$ cat config.mk
export PLATFORM = sky130hd
export DESIGN_NAME = wavelet_sequencer
export DESIGN_NICKNAME = d
export VERILOG_FILES = /design/src/rtl/wavelet_pkg.sv /design/src/rtl/tap_shift_reg.sv /design/src/rtl/wavelet_sequencer.sv
export SDC_FILE = /design/constraint.sdc
export NUM_CORES = 1
export LEC_CHECK = 0
export ABC_AREA = 1
export BUFFER_PORTS_ARGS = -buffer_cell sky130_fd_sc_hd__buf_4
export CORE_UTILIZATION = 40
export DETAILED_ROUTE_END_ITERATION = 7
export PLACE_DENSITY = 0.67
export SLEW_MARGIN = 40
export SYNTH_ARGS = -nofsm -noshare
export SYNTH_HDL_FRONTEND = slang
export SYNTH_SLANG_ARGS = --single-unit
$ cat constraint.sdc
create_clock -name clk -period 2 [get_ports clk]
set_input_delay 0 -clock clk [delete_from_list [all_inputs] [get_ports clk]]
set_output_delay 0 -clock clk [all_outputs]
set_load 0.02 [all_outputs]
$ cat src/rtl/wavelet_pkg.sv
// Shared definitions for the wavelet filter-bank sequencer: state encodings
// and the default geometry of the delay line and filter bank.
package wavelet_pkg;

  localparam int DEF_BITS_PER_ELEM = 8;
  localparam int DEF_NUM_ELEM      = 7;
  localparam int DEF_NUM_FILTERS   = 4;

  typedef enum logic [1:0] {
    IDLE = 2'd0,
    CALC = 2'd1,
    DONE = 2'd2
  } state_t;

endpackage

$ cat src/rtl/tap_shift_reg.sv
// Sample delay line feeding the filter taps; element 0 holds the newest sample
// and the contents only move on an accepted sample.
module tap_shift_reg
  import wavelet_pkg::*;
#(
  parameter int BITS_PER_ELEM = DEF_BITS_PER_ELEM,
  parameter int NUM_ELEM      = DEF_NUM_ELEM
) (
  input  logic                              clk,
  input  logic                              reset,
  input  logic                              shift_en,
  input  logic [BITS_PER_ELEM-1:0]          din,
  output logic [NUM_ELEM*BITS_PER_ELEM-1:0] taps
);

  logic [BITS_PER_ELEM-1:0] elem_r [NUM_ELEM];

  // Delay-line register: clear on reset, shift one element per accepted sample.
  always_ff @(posedge clk) begin
    if (reset) begin
      for (int i = 0; i < NUM_ELEM; i++) begin
        elem_r[i] <= {BITS_PER_ELEM{1'b0}};
      end
    end else if (shift_en) begin
      elem_r[0] <= din;
      for (int i = 1; i < NUM_ELEM; i++) begin
        elem_r[i] <= elem_r[i-1];
      end
    end
  end

  for (genvar g = 0; g < NUM_ELEM; g++) begin : g_pack
    assign taps[g*BITS_PER_ELEM +: BITS_PER_ELEM] = elem_r[g];
  end

endmodule

$ cat src/rtl/wavelet_sequencer.sv
// Captures samples into the tap delay line and strobes each filter of the bank
// in turn, then pulses done; samples arriving mid-sequence are dropped and flagged.
module wavelet_sequencer
  import wavelet_pkg::*;
#(
  parameter int BITS_PER_ELEM = DEF_BITS_PER_ELEM,
  parameter int NUM_ELEM      = DEF_NUM_ELEM,
  parameter int NUM_FILTERS   = DEF_NUM_FILTERS
) (
  input  logic                                                        clk,
  input  logic                                                        reset,
  input  logic [BITS_PER_ELEM-1:0]                                    i_sample,
  input  logic                                                        i_sample_valid,
  input  logic                                                        i_enable,
  input  logic                                                        i_clear_overrun,
  output logic [NUM_ELEM*BITS_PER_ELEM-1:0]                           o_taps,
  output logic [NUM_FILTERS-1:0]                                      o_start_calc,
  output logic [((NUM_FILTERS > 1) ? $clog2(NUM_FILTERS) : 1)-1:0]    o_filter_idx,
  output logic                                                        o_busy,
  output logic                                                        o_done,
  output logic                                                        o_overrun
);

  localparam int                     IDX_W      = (NUM_FILTERS > 1) ? $clog2(NUM_FILTERS) : 1;
  localparam logic [IDX_W-1:0]       LAST_IDX   = IDX_W'(NUM_FILTERS - 1);
  localparam logic [NUM_FILTERS-1:0] STROBE_LSB = NUM_FILTERS'(1);

  state_t                   state_r, state_next_s;
  logic [IDX_W-1:0]         idx_r, idx_next_s;
  logic [NUM_FILTERS-1:0]   start_calc_r, start_calc_next_s;
  logic                     busy_r, done_r, overrun_r, overrun_next_s;
  logic                     accept_s, drop_s;

  tap_shift_reg #(
    .BITS_PER_ELEM (BITS_PER_ELEM),
    .NUM_ELEM      (NUM_ELEM)
  ) u_taps (
    .clk      (clk),
    .reset    (reset),
    .shift_en (accept_s),
    .din      (i_sample),
    .taps     (o_taps)
  );

  // Next-state, index and flag logic; outputs are precomputed so they leave registers.
  always_comb begin
    accept_s          = (state_r == IDLE) && i_sample_valid && i_enable;
    drop_s            = (state_r != IDLE) && i_sample_valid;
    state_next_s      = state_r;
    idx_next_s        = idx_r;
    overrun_next_s    = overrun_r;
    start_calc_next_s = {NUM_FILTERS{1'b0}};

    case (state_r)
      IDLE: begin
        if (accept_s) begin
          state_next_s = CALC;
          idx_next_s   = {IDX_W{1'b0}};
        end else begin
          state_next_s = IDLE;
          idx_next_s   = idx_r;
        end
      end
      CALC: begin
        if (idx_r == LAST_IDX) begin
          state_next_s = DONE;
          idx_next_s   = {IDX_W{1'b0}};
        end else begin
          state_next_s = CALC;
          idx_next_s   = idx_r + IDX_W'(1);
        end
      end
      DONE: begin
        state_next_s = IDLE;
        idx_next_s   = {IDX_W{1'b0}};
      end
      default: begin
        state_next_s = IDLE;
        idx_next_s   = {IDX_W{1'b0}};
      end
    endcase

    // A drop in the same cycle as a clear request keeps the flag set.
    if (drop_s) begin
      overrun_next_s = 1'b1;
    end else if (i_clear_overrun) begin
      overrun_next_s = 1'b0;
    end else begin
      overrun_next_s = overrun_r;
    end

    if (state_next_s == CALC) begin
      start_calc_next_s = STROBE_LSB << idx_next_s;
    end else begin
      start_calc_next_s = {NUM_FILTERS{1'b0}};
    end
  end

  // State, index and registered output stage.
  always_ff @(posedge clk) begin
    if (reset) begin
      state_r      <= IDLE;
      idx_r        <= {IDX_W{1'b0}};
      start_calc_r <= {NUM_FILTERS{1'b0}};
      busy_r       <= 1'b0;
      done_r       <= 1'b0;
      overrun_r    <= 1'b0;
    end else begin
      state_r      <= state_next_s;
      idx_r        <= idx_next_s;
      start_calc_r <= start_calc_next_s;
      busy_r       <= (state_next_s != IDLE);
      done_r       <= (state_next_s == DONE);
      overrun_r    <= overrun_next_s;
    end
  end

  assign o_start_calc = start_calc_r;
  assign o_filter_idx = idx_r;
  assign o_busy       = busy_r;
  assign o_done       = done_r;
  assign o_overrun    = overrun_r;

endmodule

==> flow_summary_export.csv <==
group,metric,value,unit
placed_design,hpwl,2.941,mm
cells_and_area,fin_util,56.80,%
timing,hold_viol_final,0,
cts,clock-root-buffer,"clkbuf_8",
logic_synthesis,ys_ff_latch,67,
timing,rsz0062_at_grt,"false",
logic_synthesis,ys_warn_count,0,
cells_and_area,instances_no_fill,402,
logic_synthesis,seq_area_frac_synth,71.40,%
grt,gr-max-usage-layer,"met2",
power_and_ir_drop,netSwitchingFraction,24.06,%
power_and_ir_drop,p_leak,1.640,nW
placed_design,gp_congestion,0.7605,
power_and_ir_drop,p_seq_share,53.0,%
timing,worst-slew-pin-transition,0.3144,ns
placed_design,dp_slack,0.6792,ns
critical_path,slowest_delay,0.37,ns
cells_and_area,area_growth,36.17,%
timing,fmax,753.6,MHz
routing,drc_errors,0,
critical_path,worst-setup-path-type,"flop to flop",
die,initial_core_util,41.71,%
logic_synthesis,syn_inst,225,
grt,grt_max_degree,57,
timing,slew_headroom,79.04,%
grt,grt_pass1_wl,7.458,mm
power_and_ir_drop,p_int,2.356,mW
timing,fin_crit_sh,66.35,%
logic_synthesis,syn-cell-area,2664,um^2
critical_path,r2r_cells,4,
grt,grt_util_met1,17.38,%
hold_path,worstHoldPathType,"input pin to flop",
cells_and_area,final_common_cell,"buf_4",
critical_path,cp-start-kind,"flop",
routing,drtIter0Drc,114,
routing,totalWireLength,4.523,mm
grt,grt_usage,14.11,%
power_and_ir_drop,fin_total_pwr,3.102,mW
die,die_h,83.61,um
routing,drt_first_pass_iters,4,
grt,grt_pass1_vias,1631,
critical_path,cp_num_buf_inv,1,
critical_path,crit_fanout,56,
die,die_area,6990,um^2
cts,cts_max_path_buffers,2,
power_and_ir_drop,clkPwrFrac,34.2,%
grt,antenna_found_initial,0,
logic_synthesis,synthDistinctLibCells,18,
power_and_ir_drop,p_switching,0.7463,mW
cells_and_area,fillCellCount,547,
run,max_cap_violations,0,
critical_path,ff2ff_setup_slack,0.67,ns
routing,vias_per_cell,4.239,
critical_path,critPathTopFamily,"flip-flops",
critical_path,cpMaxStageDelayCell,"dfxtp_1",
timing,setup_viol,0,
power_and_ir_drop,p_per_area,855.3,nW/um^2
cells_and_area,fin_nets,334,
cells_and_area,drive_gt1_share,35.69,%
timing,drv_slew,0,
critical_path,cp.depth,4,
cts,clk_latency,0.33,ns
routing,wire_per_inst,11.25,um
critical_path,crit_arrival,1.34,ns
die,core-area,6386,um^2
timing,post-route-min-period,1.327,ns
routing,vias,1704,
die,fp-row-count,29,
power_and_ir_drop,ir_drop,0.0004471,V
logic_synthesis,synth_nets,239,
grt,use_met2,21.21,%
cts,cts_sinks,67,
run_status,status,"finished, final reports clean",
cts,cts.reportedPaths.clkPinSlew,0.07,ns
cts,cts_resized,0,
critical_path,crit_chain,"nor2_4 > nand2_1 > nand2_2 > buf_12",
grt,use_met3,5.836,%
timing,setup_ws,0.6730,ns
logic_synthesis,syn_area_per_cell,11.84,um^2
cells_and_area,layout_common_cells,"77 x buf_4, 63 x inv_1, 56 x edfxtp_1, 45 x nor2_1",
cells_and_area,antenna_cells,0,
cts,htree_num_levels,3,
placed_design,place_inst,375,
grt,grt_overflow,0,
power_and_ir_drop,p_comb_share,12.8,%
cts,tritoncts,"built",
critical_path,required,2.01,ns
timing,skew,0.005590,ns
placed_design,io_buffers,77,
routing,route.antenna.remaining_nets,0,
die,fp.dieW,83.61,um
cts,cts_inserted_buffers,9,
hold_path,min_path_cells,4,
die,io_pins,78,
timing,fin_setup_tns,0,ns
critical_path,end_kind,"flop",
timing repair:
item / in CTS / in global routing
setup buffers: 0 / 0
hold endpoints to repair: 14 / 0
hold buffers: 11 / 0
logic make-up after synthesis:
group                      Yosys count  share of synthesized area [%]
and+or+nand+nor                     83                          16.25
buffers and inverters               70                          11.13
DFF                                 67                          71.39
AOI/OAI and AO/OA                    4                         0.7516
adders and majority gates            1                         0.4696
path summary, 6_finish.rpt:
| path | endpoint | from |
|---|---|---|
| max | u_taps.elem_r[0][5] | state_r[1] |
| max reg2reg | u_taps.elem_r[0][5] | state_r[1] |
| min | o_filter_idx[1] | i_enable |
| min reg2reg | o_filter_idx[1] | o_filter_idx[1] |
Yosys cell counts:
| cell type | n | area (um^2) |
|---|---|---|
| edfxtp_1 | 56 | 1682 |
| nand2_1 | 11 | 41.29 |
| dfxtp_1 | 11 | 220.2 |
| a21oi_1 | 2 | 10.01 |
| nor2_1 | 45 | 168.9 |
| inv_2 | 1 | 3.750 |
| nand3_1 | 4 | 20.02 |
| ha_1 | 1 | 12.51 |
| nand3_2 | 1 | 10.01 |
| buf_6 | 2 | 22.52 |
| inv_1 | 63 | 236.5 |
| buf_12 | 1 | 20.02 |
| nand4_1 | 1 | 6.260 |
| o21ai_0 | 2 | 10.01 |
| nor2_2 | 10 | 62.56 |
| clkbuf_1 | 1 | 3.750 |
| buf_2 | 2 | 10.01 |
| nor2_4 | 11 | 123.9 |
sequential cells by signal, indices dropped and copies added (netlist names):
name,cells
o_start_calc,4
u_taps.elem_r,56
o_done,1
o_overrun,1
o_filter_idx,2
state_r,2
o_busy,1
worst min-delay path: cells and delay by family:
kind | cells | cell delay (ns)
buffers and inverters | 1 | 0.08
AOI/OAI and AO/OA | 1 | 0.07
and+or+nand+nor | 2 | 0.22
power by group through the flow:
stage | sequential [mW] | clock, mW | combinational, mW
6_report | 1.64 | 1.06 | 0.398
5_1_grt | 1.65 | 1.17 | 0.428
4_1_cts | 1.65 | 1.10 | 0.403
3_5_place_dp | 1.68 | 0 | 0.386
3_3_place_gp | 1.67 | 0 | 0.380
2_1_floorplan | 1.78 | 0 | 0.112
stage by stage:
stage / hold slack (ns) / cell area [um^2]
2_1_floorplan: 0.06907 / 2666
3_3_place_gp: 0.2556 / 3324
3_5_place_dp: 0.2614 / 3324
4_1_cts: 0.05654 / 3627
5_1_grt: 0.09866 / 3627
6_report: 0.08569 / 3627
routing by layer:
metal | wire length [um] | vias to the layer above
met5 | 0 | -
met4 | 63 | 0
met3 | 456 | 7
met2 | 2152 | 77
met1 | 1850 | 751
li1 | - | 869
final cells by class:
| class | instances | area [um^2] | share of cell area, % |
|---|---|---|---|
| Clock buffer | 15 | 187.7 | 5.174 |
| Clock inverter | 1 | 5.005 | 0.1380 |
| Inverter | 64 | 240.2 | 6.623 |
| Multi-Input combinational cell | 88 | 467.9 | 12.90 |
| Sequential cell | 67 | 1902 | 52.43 |
| Tap cell | 77 | 96.34 | 2.656 |
| Timing Repair Buffer | 90 | 728.2 | 20.08 |
(Power assumes the default switching activity.)
